<file path="config.mk">
export PLATFORM = sky130hd
export DESIGN_NAME = key_disp_feeder
export DESIGN_NICKNAME = d
export VERILOG_FILES = /design/src/rtl/key_disp_pkg.sv /design/src/rtl/pop_pacer.sv /design/src/rtl/key_disp_feeder.sv
export SDC_FILE = /design/constraint.sdc
export NUM_CORES = 1
export LEC_CHECK = 0
export ABC_AREA = 1
export CAP_MARGIN = 20
export CORE_UTILIZATION = 47
export DETAILED_ROUTE_END_ITERATION = 7
export DONT_BUFFER_PORTS = 1
export GPL_TIMING_DRIVEN = 1
export PLACE_DENSITY_LB_ADDON = 0.05
export SLEW_MARGIN = 20
export SYNTH_ARGS = -nofsm -noshare
export SYNTH_HDL_FRONTEND = slang
export SYNTH_SLANG_ARGS = --single-unit
</file>
<file path="constraint.sdc">
create_clock -name sys_clk -period 2 [get_ports sys_clk]
set_clock_uncertainty 0.1 [all_clocks]
set_input_delay 0.1 -clock sys_clk [delete_from_list [all_inputs] [get_ports sys_clk]]
set_output_delay 0.1 -clock sys_clk [all_outputs]
set_load 0.005 [all_outputs]
</file>
<file path="src/rtl/key_disp_pkg.sv">
// Shared types and defaults for the key-code display feeder: FSM states,
// display geometry and the key-byte framing check.
package key_disp_pkg;

  typedef enum logic [1:0] {
    IDLE = 2'd0,
    REQ  = 2'd1,
    CAP  = 2'd2
  } state_t;

  localparam int         DIGITS_DEF     = 6;
  localparam logic [3:0] BLANK_CODE_DEF = 4'hF;

  // A key byte is framed as the same nibble sent twice.
  function automatic logic is_valid_key_byte(input logic [7:0] key_byte);
    return key_byte[7:4] == key_byte[3:0];
  endfunction

endpackage

</file>
<file path="src/rtl/pop_pacer.sv">
// Saturating interval counter: ready goes high POP_INTERVAL-1 cycles after
// restart (or reset) drops and stays high until the next restart.
module pop_pacer #(
  parameter int POP_INTERVAL = 25_000_000
) (
  input  logic sys_clk,
  input  logic sys_rst,
  input  logic restart,
  output logic ready
);

  localparam int            CW   = (POP_INTERVAL > 2) ? $clog2(POP_INTERVAL) : 2;
  localparam logic [CW-1:0] LAST = CW'(POP_INTERVAL - 1);

  logic [CW-1:0] r_cnt;

  always_ff @(posedge sys_clk) begin
    if (sys_rst || restart) begin
      r_cnt <= '0;
    end else if (r_cnt != LAST) begin
      r_cnt <= r_cnt + 1'b1;
    end
  end

  assign ready = (r_cnt == LAST);

endmodule

</file>
<file path="src/rtl/key_disp_feeder.sv">
// Paced reader for the key-code FIFO: pops one byte per interval, validates
// it and shifts its key nibble into a blank-filled digit history.
module key_disp_feeder
  import key_disp_pkg::*;
#(
  parameter int         POP_INTERVAL = 25_000_000,
  parameter int         DIGITS       = DIGITS_DEF,
  parameter logic [3:0] BLANK_CODE   = BLANK_CODE_DEF,
  localparam int        CNT_W        = $clog2(DIGITS + 1)
) (
  input  logic                sys_clk,
  input  logic                sys_rst,
  input  logic                fifo_empty,
  input  logic [7:0]          fifo_q,
  output logic                fifo_rdreq,
  input  logic                clear,
  input  logic                hold,
  output logic [4*DIGITS-1:0] disp_data,
  output logic [CNT_W-1:0]    digit_cnt,
  output logic                new_flag,
  output logic                frame_err
);

  state_t              r_state;
  state_t              w_state_next;
  logic                w_pop;
  logic                w_ready;
  logic                w_restart;
  logic                w_in_cap;
  logic                w_byte_ok;
  logic                w_shift;
  logic                w_bad;
  logic                r_rdreq;
  logic                r_new;
  logic                r_err;
  logic [CNT_W-1:0]    r_cnt;
  logic [4*DIGITS-1:0] w_hist;

  pop_pacer #(
    .POP_INTERVAL(POP_INTERVAL)
  ) u_pacer (
    .sys_clk (sys_clk),
    .sys_rst (sys_rst),
    .restart (w_restart),
    .ready   (w_ready)
  );

  always_ff @(posedge sys_clk) begin
    if (sys_rst) begin
      r_state <= IDLE;
    end else begin
      r_state <= w_state_next;
    end
  end

  // Once REQ is entered the read always completes, keeping the FIFO pointer honest.
  always_comb begin
    w_state_next = r_state;
    w_pop        = 1'b0;
    unique case (r_state)
      IDLE: begin
        if (w_ready && !fifo_empty && !hold) begin
          w_state_next = REQ;
          w_pop        = 1'b1;
        end
      end
      REQ:     w_state_next = CAP;
      CAP:     w_state_next = IDLE;
      default: w_state_next = IDLE;
    endcase
  end

  assign w_restart = (r_state == REQ);
  assign w_in_cap  = (r_state == CAP);
  assign w_byte_ok = is_valid_key_byte(fifo_q);
  assign w_shift   = w_in_cap && w_byte_ok && !clear;
  assign w_bad     = w_in_cap && !w_byte_ok && !clear;

  always_ff @(posedge sys_clk) begin
    if (sys_rst) begin
      r_rdreq <= 1'b0;
      r_new   <= 1'b0;
      r_err   <= 1'b0;
      r_cnt   <= '0;
    end else begin
      r_rdreq <= w_pop;
      r_new   <= w_shift;
      if (clear) begin
        r_cnt <= '0;
        r_err <= 1'b0;
      end else begin
        if (w_shift && (r_cnt != CNT_W'(DIGITS))) begin
          r_cnt <= r_cnt + 1'b1;
        end
        if (w_bad) begin
          r_err <= 1'b1;
        end
      end
    end
  end

  // Digit 0 is the newest; each slot takes its younger neighbour on a shift.
  for (genvar gi = 0; gi < DIGITS; gi++) begin : g_digit
    logic [3:0] r_digit;
    logic [3:0] w_src;

    if (gi == 0) begin : g_head
      assign w_src = fifo_q[3:0];
    end else begin : g_tail
      assign w_src = w_hist[4*(gi-1) +: 4];
    end

    always_ff @(posedge sys_clk) begin
      if (sys_rst || clear) begin
        r_digit <= BLANK_CODE;
      end else if (w_shift) begin
        r_digit <= w_src;
      end
    end

    assign w_hist[4*gi +: 4] = r_digit;
  end

  assign fifo_rdreq = r_rdreq;
  assign disp_data  = w_hist;
  assign digit_cnt  = r_cnt;
  assign new_flag   = r_new;
  assign frame_err  = r_err;

endmodule

</file>
After elaboration in Yosys (flattened, before gate mapping)

Cells that the tools add are included.
Widths: inputs -> output; s select.

Add/subtract/negate cells: 2
Equal/unequal tests: 7
Multiplexer cells: 3
Bitwise operators: 1
Reduce and logical (&&, ||, !) cells: 16

Operators with widths:

| cell                  | number |
|---|---|
| $add 25x1->25 const B | 1 |
| $eq 25x25->1 const B  | 1 |
| $ne 25x25->1 const B  | 1 |
| $logic_and 1x1->1     | 7 |
| $eq 4x4->1            | 1 |
| $logic_not 1->1       | 4 |
| $pmux 2 s2            | 1 |
| $reduce_or 2->1       | 2 |
| $add 3x1->3 const B   | 1 |
| $ne 3x3->1 const B    | 1 |
| $eq 2x1->1 const B    | 1 |
| $eq 2x2->1 const B    | 1 |
| $logic_not 2->1       | 1 |
| $logic_or 1x1->1      | 2 |
| $mux 2                | 1 |
| $ne 2x2->1 const B    | 1 |
| $mux 1                | 1 |
| $not 1->1             | 1 |

Register bits after elaboration: 57
Bits of input ports: 13
Logic and storage cells: 41

Logic depth before layout (Yosys ltp)

Depth in word-level cells: 5
Mapped depth: 11

Cells and area by module

From an unflattened synthesis, not the netlist that was laid out.

Cell total of the unflattened synthesis: 386
Area total of the unflattened synthesis: 2730.1 um^2

Modules (own cells, without submodules):

| module          | times used | cells each | area each (um^2) | seq. area each (um^2) |
|---|---|---|---|---|
| pop_pacer       | 1          | 215        | 1430.1           | 500.5 |
| key_disp_feeder | 1          | 171        | 1300.0           | 640.6 |

Worst setup path after synthesis

Ideal clock, no wire load.

Path kind: flip-flop to flip-flop
Start point: register u_pacer.r_cnt[0]
End point: register u_pacer.r_cnt[24]
Arrival: 1.313 ns
Path slack: 0.454 ns
Cell stages (with the launch flop): 9
Path buffers: 0
Period minus slack after synthesis: 1.546 ns
Path through: dfxtp_1 > ha_1 > inv_2 > nor2_4 > nand2_4 > nor2_8 > nand2_1 > o21ai_1 > a21oi_1

Cells in the longest elaborated chain, start to end: 1
Elaborated cells between the ends (all ways): 2
Those cells by class: add/sub: 1; eq/ne: 1

RTL lines:

| what                                          | RTL line                         | source |
|---|---|---|
| start, declared                               | pop_pacer.sv:15                  | `logic [CW-1:0] r_cnt;` |
| start signal, assigned                        | pop_pacer.sv:21                  | `r_cnt <= r_cnt + 1'b1;` |
| $add 25x1->25 or $ne 25x25->1 (tied branches) | pop_pacer.sv:21, pop_pacer.sv:20 |  |

Several ways; a longest one is shown, not always the timed one.
A chain may end at the register's enable or synchronous reset.

Final worst setup path

Ends and elaborated chain as after synthesis.

==> flow_summary.toml <==
[run_status]
status = "finished clean"

[global_route]
overflow = 0
grt_pass1_wl_mm = 9.82
antenna_found_initial = 0
grt_start_max_net_pins = 30
track_usage_pct = 20.5
first_global_vias = 2152

[die]
initial_core_util_pct = 48.5
num_io_pins = 43
die_w_um = 77.4
die_y_um = 77.4
die-area_sq_um = 5990
rows = 27
core_sq_um = 5510

[drt]
vias = 2350
drc = 0
wl_mm = 5.86
avgViaCountPerCell = 5.05
ant_nets = 0
drt_iter0_markers = 128
drt_first_pass_iters = 4
wire_per_inst_um = 12.6

[place]
dpl_cell_area_sq_um = 2730
place.gp.congestion = 0.849
hpwlAfterDp_mm = 4.01
io_buffers = 0

[finish]
area_growth_pct = 12.4
drive_gt1_share_pct = 8.65
final_nets = 404
stdcell_area_sq_um = 3000
antenna_cells = 0

[timing]
relSlewSlack_pct = 65.6
fin_crit_ns = 1.71
holdWs_ns = 0.0273
drv_slew = 0
rsz0062_at_grt = "no"
finalSetupTns_ns = 0
fmax_mhz = 583
tightest_slew_ns = 0.514
setup_viol = 0
hold_viol_final = 0
layout_worst_path_cycle_share_pct = 85.7

[yosys]
yosysUniqueCellTypes = 28
synth_fp_nets = 393
synthMuxAreaShare_pct = 0
synth_warnings = 0
synthXorXnorAreaFrac_pct = 2.62
synthAdderAreaFrac_pct = 1.40
syn-cell-area_sq_um = 2670
synth_top_area_share_pct = 42.7
syn_area_per_cell_sq_um = 7.09
synth_top_family_by_area = "simple AND/OR/NAND/NOR gates"
synth_seq_area_share_pct = 42.7
synth_edf_count = 0
ys_ff_latch = 57
synthArstFlopShare_pct = 0
yosys.area_share.simple_pct = 38.5
yosys.area.top_type = "dfxtp_1"
synth_ff_type = "dfxtp_1"
synth.area.top_cells = "dfxtp_1 43%, nand2_1 13%, nand3_1 9.6%, nor2_1 6.6%, inv_1 5.1%"
syn_inst = 377
synth_compound_area_share_pct = 6.84

[power]
p_sw_mw = 0.542
sw_frac_of_total_pct = 23.3
power.internal_mw = 1.79
combPwrFrac_pct = 3.9
peakVddDrop_uv = 554
p_clk_share_pct = 46.9
powerDensity_nw_per_um2 = 775
pwr-share-seq_pct = 49.2
p_leak_nw = 1.24

[worst_setup_path]
reg2reg_depth = 8
critical_path_class = "register to register"
worst_ep_required_time_ns = 2.10
crit_path_end_kind = "register"
critPathLaunchType = "register"
worstPathMaxFanout = 7
ff2ff_setup_slack_ns = 0.29
arrival_ns = 1.81
rr_endpoint = "u_pacer.r_cnt[24]"
r2r_start = "u_pacer.r_cnt[0]"

[run]
drv_cap = 0

[cts]
clock-sinks = 57
h-tree-depth = 3
cts_tree = "built"
postCtsHoldBufs = 7
clk_latency_ns = 0.33
cts_buffers = 9
clock-root-buffer = "clkbuf_8"
clkSlewWorstSetupHoldPaths_ns = 0.07
post_cts_buffers = 0
cts-resized-gates = 0
clockBufferDepth = 2

[min_path]
hold_start = "fifo_q[7]"
min_delay_path_depth = 5
min_to = "digit_cnt[2]"
hold_path_class = "input pin to register"
[registers in the layout, indices dropped and copies added, names as in the netlist]
signal / cells
digit_cnt: 3
r_state: 2
u_pacer.r_cnt: 25
frame_err: 1
new_flag: 1
fifo_rdreq: 1
g_digit.r_digit: 24
[cell usage in the layout, fill, tap and decap left out, drive strengths merged]
master / netlist / routed
nand4: 9 / 9
o21ai: 8 / 8
xnor2: 5 / 5
clkbuf: 4 / 10
clkinv: 1 / 2
nand3: 51 / 51
nand3b: 2 / 2
and3: 1 / 1
nand2: 93 / 93
o21a: 1 / 1
o211ai: 4 / 4
ha: 3 / 3
bufinv: 0 / 1
clkinvlp: 0 / 3
buf: 7 / 4
inv: 39 / 40
nor3: 16 / 16
dlygate4sd3: 0 / 7
dfxtp: 57 / 57
a21oi: 21 / 21
xor2: 3 / 3
nor2: 52 / 52
[how the worst max path moves through the flow]
stage,start,to,depth (start not counted)
after floorplan,u_pacer.r_cnt[0],u_pacer.r_cnt[24],8
after global placement,u_pacer.r_cnt[0],u_pacer.r_cnt[24],8
after detailed placement,u_pacer.r_cnt[0],u_pacer.r_cnt[24],8
after CTS,u_pacer.r_cnt[0],u_pacer.r_cnt[24],8
after global routing,u_pacer.r_cnt[0],u_pacer.r_cnt[14],8
final,u_pacer.r_cnt[0],u_pacer.r_cnt[24],8
[layer usage]
metal  vias to the layer above  GRT usage, %  wire (um)
li1                       1249             -          -
met1                      1047          28.2       2950
met2                        48          30.7       2550
met3                         6          6.47        305
met4                         0          5.66         51
met5                         -             0          0
[Yosys cell counts (3+ instances only)]
cell,number
nand2_1,89
dfxtp_1,57
nand3_1,51
nor2_1,47
inv_1,36
a21oi_1,21
nor3_1,14
nand4_1,9
o21ai_0,7
buf_2,5
xnor2_1,5
clkbuf_1,4
o211ai_1,4
ha_1,3
inv_2,3
nor2_4,3
xor2_1,3
[kinds of logic after synthesis]
| family | Yosys count |
|---|---|
| simple gates | 224 |
| compound gates | 34 |
| xor+xnor | 8 |
| buf+inv | 51 |
| fa+ha+maj | 3 |
| flops | 57 |
[area by class of cell]
| type | count | area (sq um) |
|---|---|---|
| inverter | 40 | 150 |
| multi-input combinational | 269 | 1320 |
| tap | 72 | 90.1 |
| fill | 545 | 2500 |
| clock buffer | 10 | 138 |
| sequential | 57 | 1140 |
| timing repair buffer | 11 | 100 |
| clock inverter | 6 | 66.3 |
[critical path, stage by stage (launching register included)]
cell and delay [ns]:
dfxtp_1 0.39, ha_1 0.31, inv_2 0.09, nor2_4 0.18, nand2_4 0.10, nor2_8 0.14, nand2_1 0.08, o21ai_1 0.13
a21oi_1 0.07
[per-stage QoR]
step | setup slack [ns] | cells | utilization [%] | power (mW)
floorplan | 0.454 | 377 | - | 1.23
global placement | 0.332 | 442 | 49.6 | 1.25
detailed placement | 0.286 | 442 | 49.6 | 1.25
CTS | 0.281 | 465 | 54.6 | 2.36
global route | 0.157 | 465 | 54.6 | 2.43
finish | 0.286 | 465 | 54.6 | 2.33
[power groups by stage]
stage	sequential, mW	clock [mW]	combinational [mW]
2_1_floorplan	1.17	0	0.0625
3_3_place_gp	1.17	0	0.0779
3_5_place_dp	1.17	0	0.0794
4_1_cts	1.14	1.12	0.0909
5_1_grt	1.15	1.18	0.102
6_report	1.15	1.09	0.0908
Note: power is estimated with default switching activity, not from simulation.
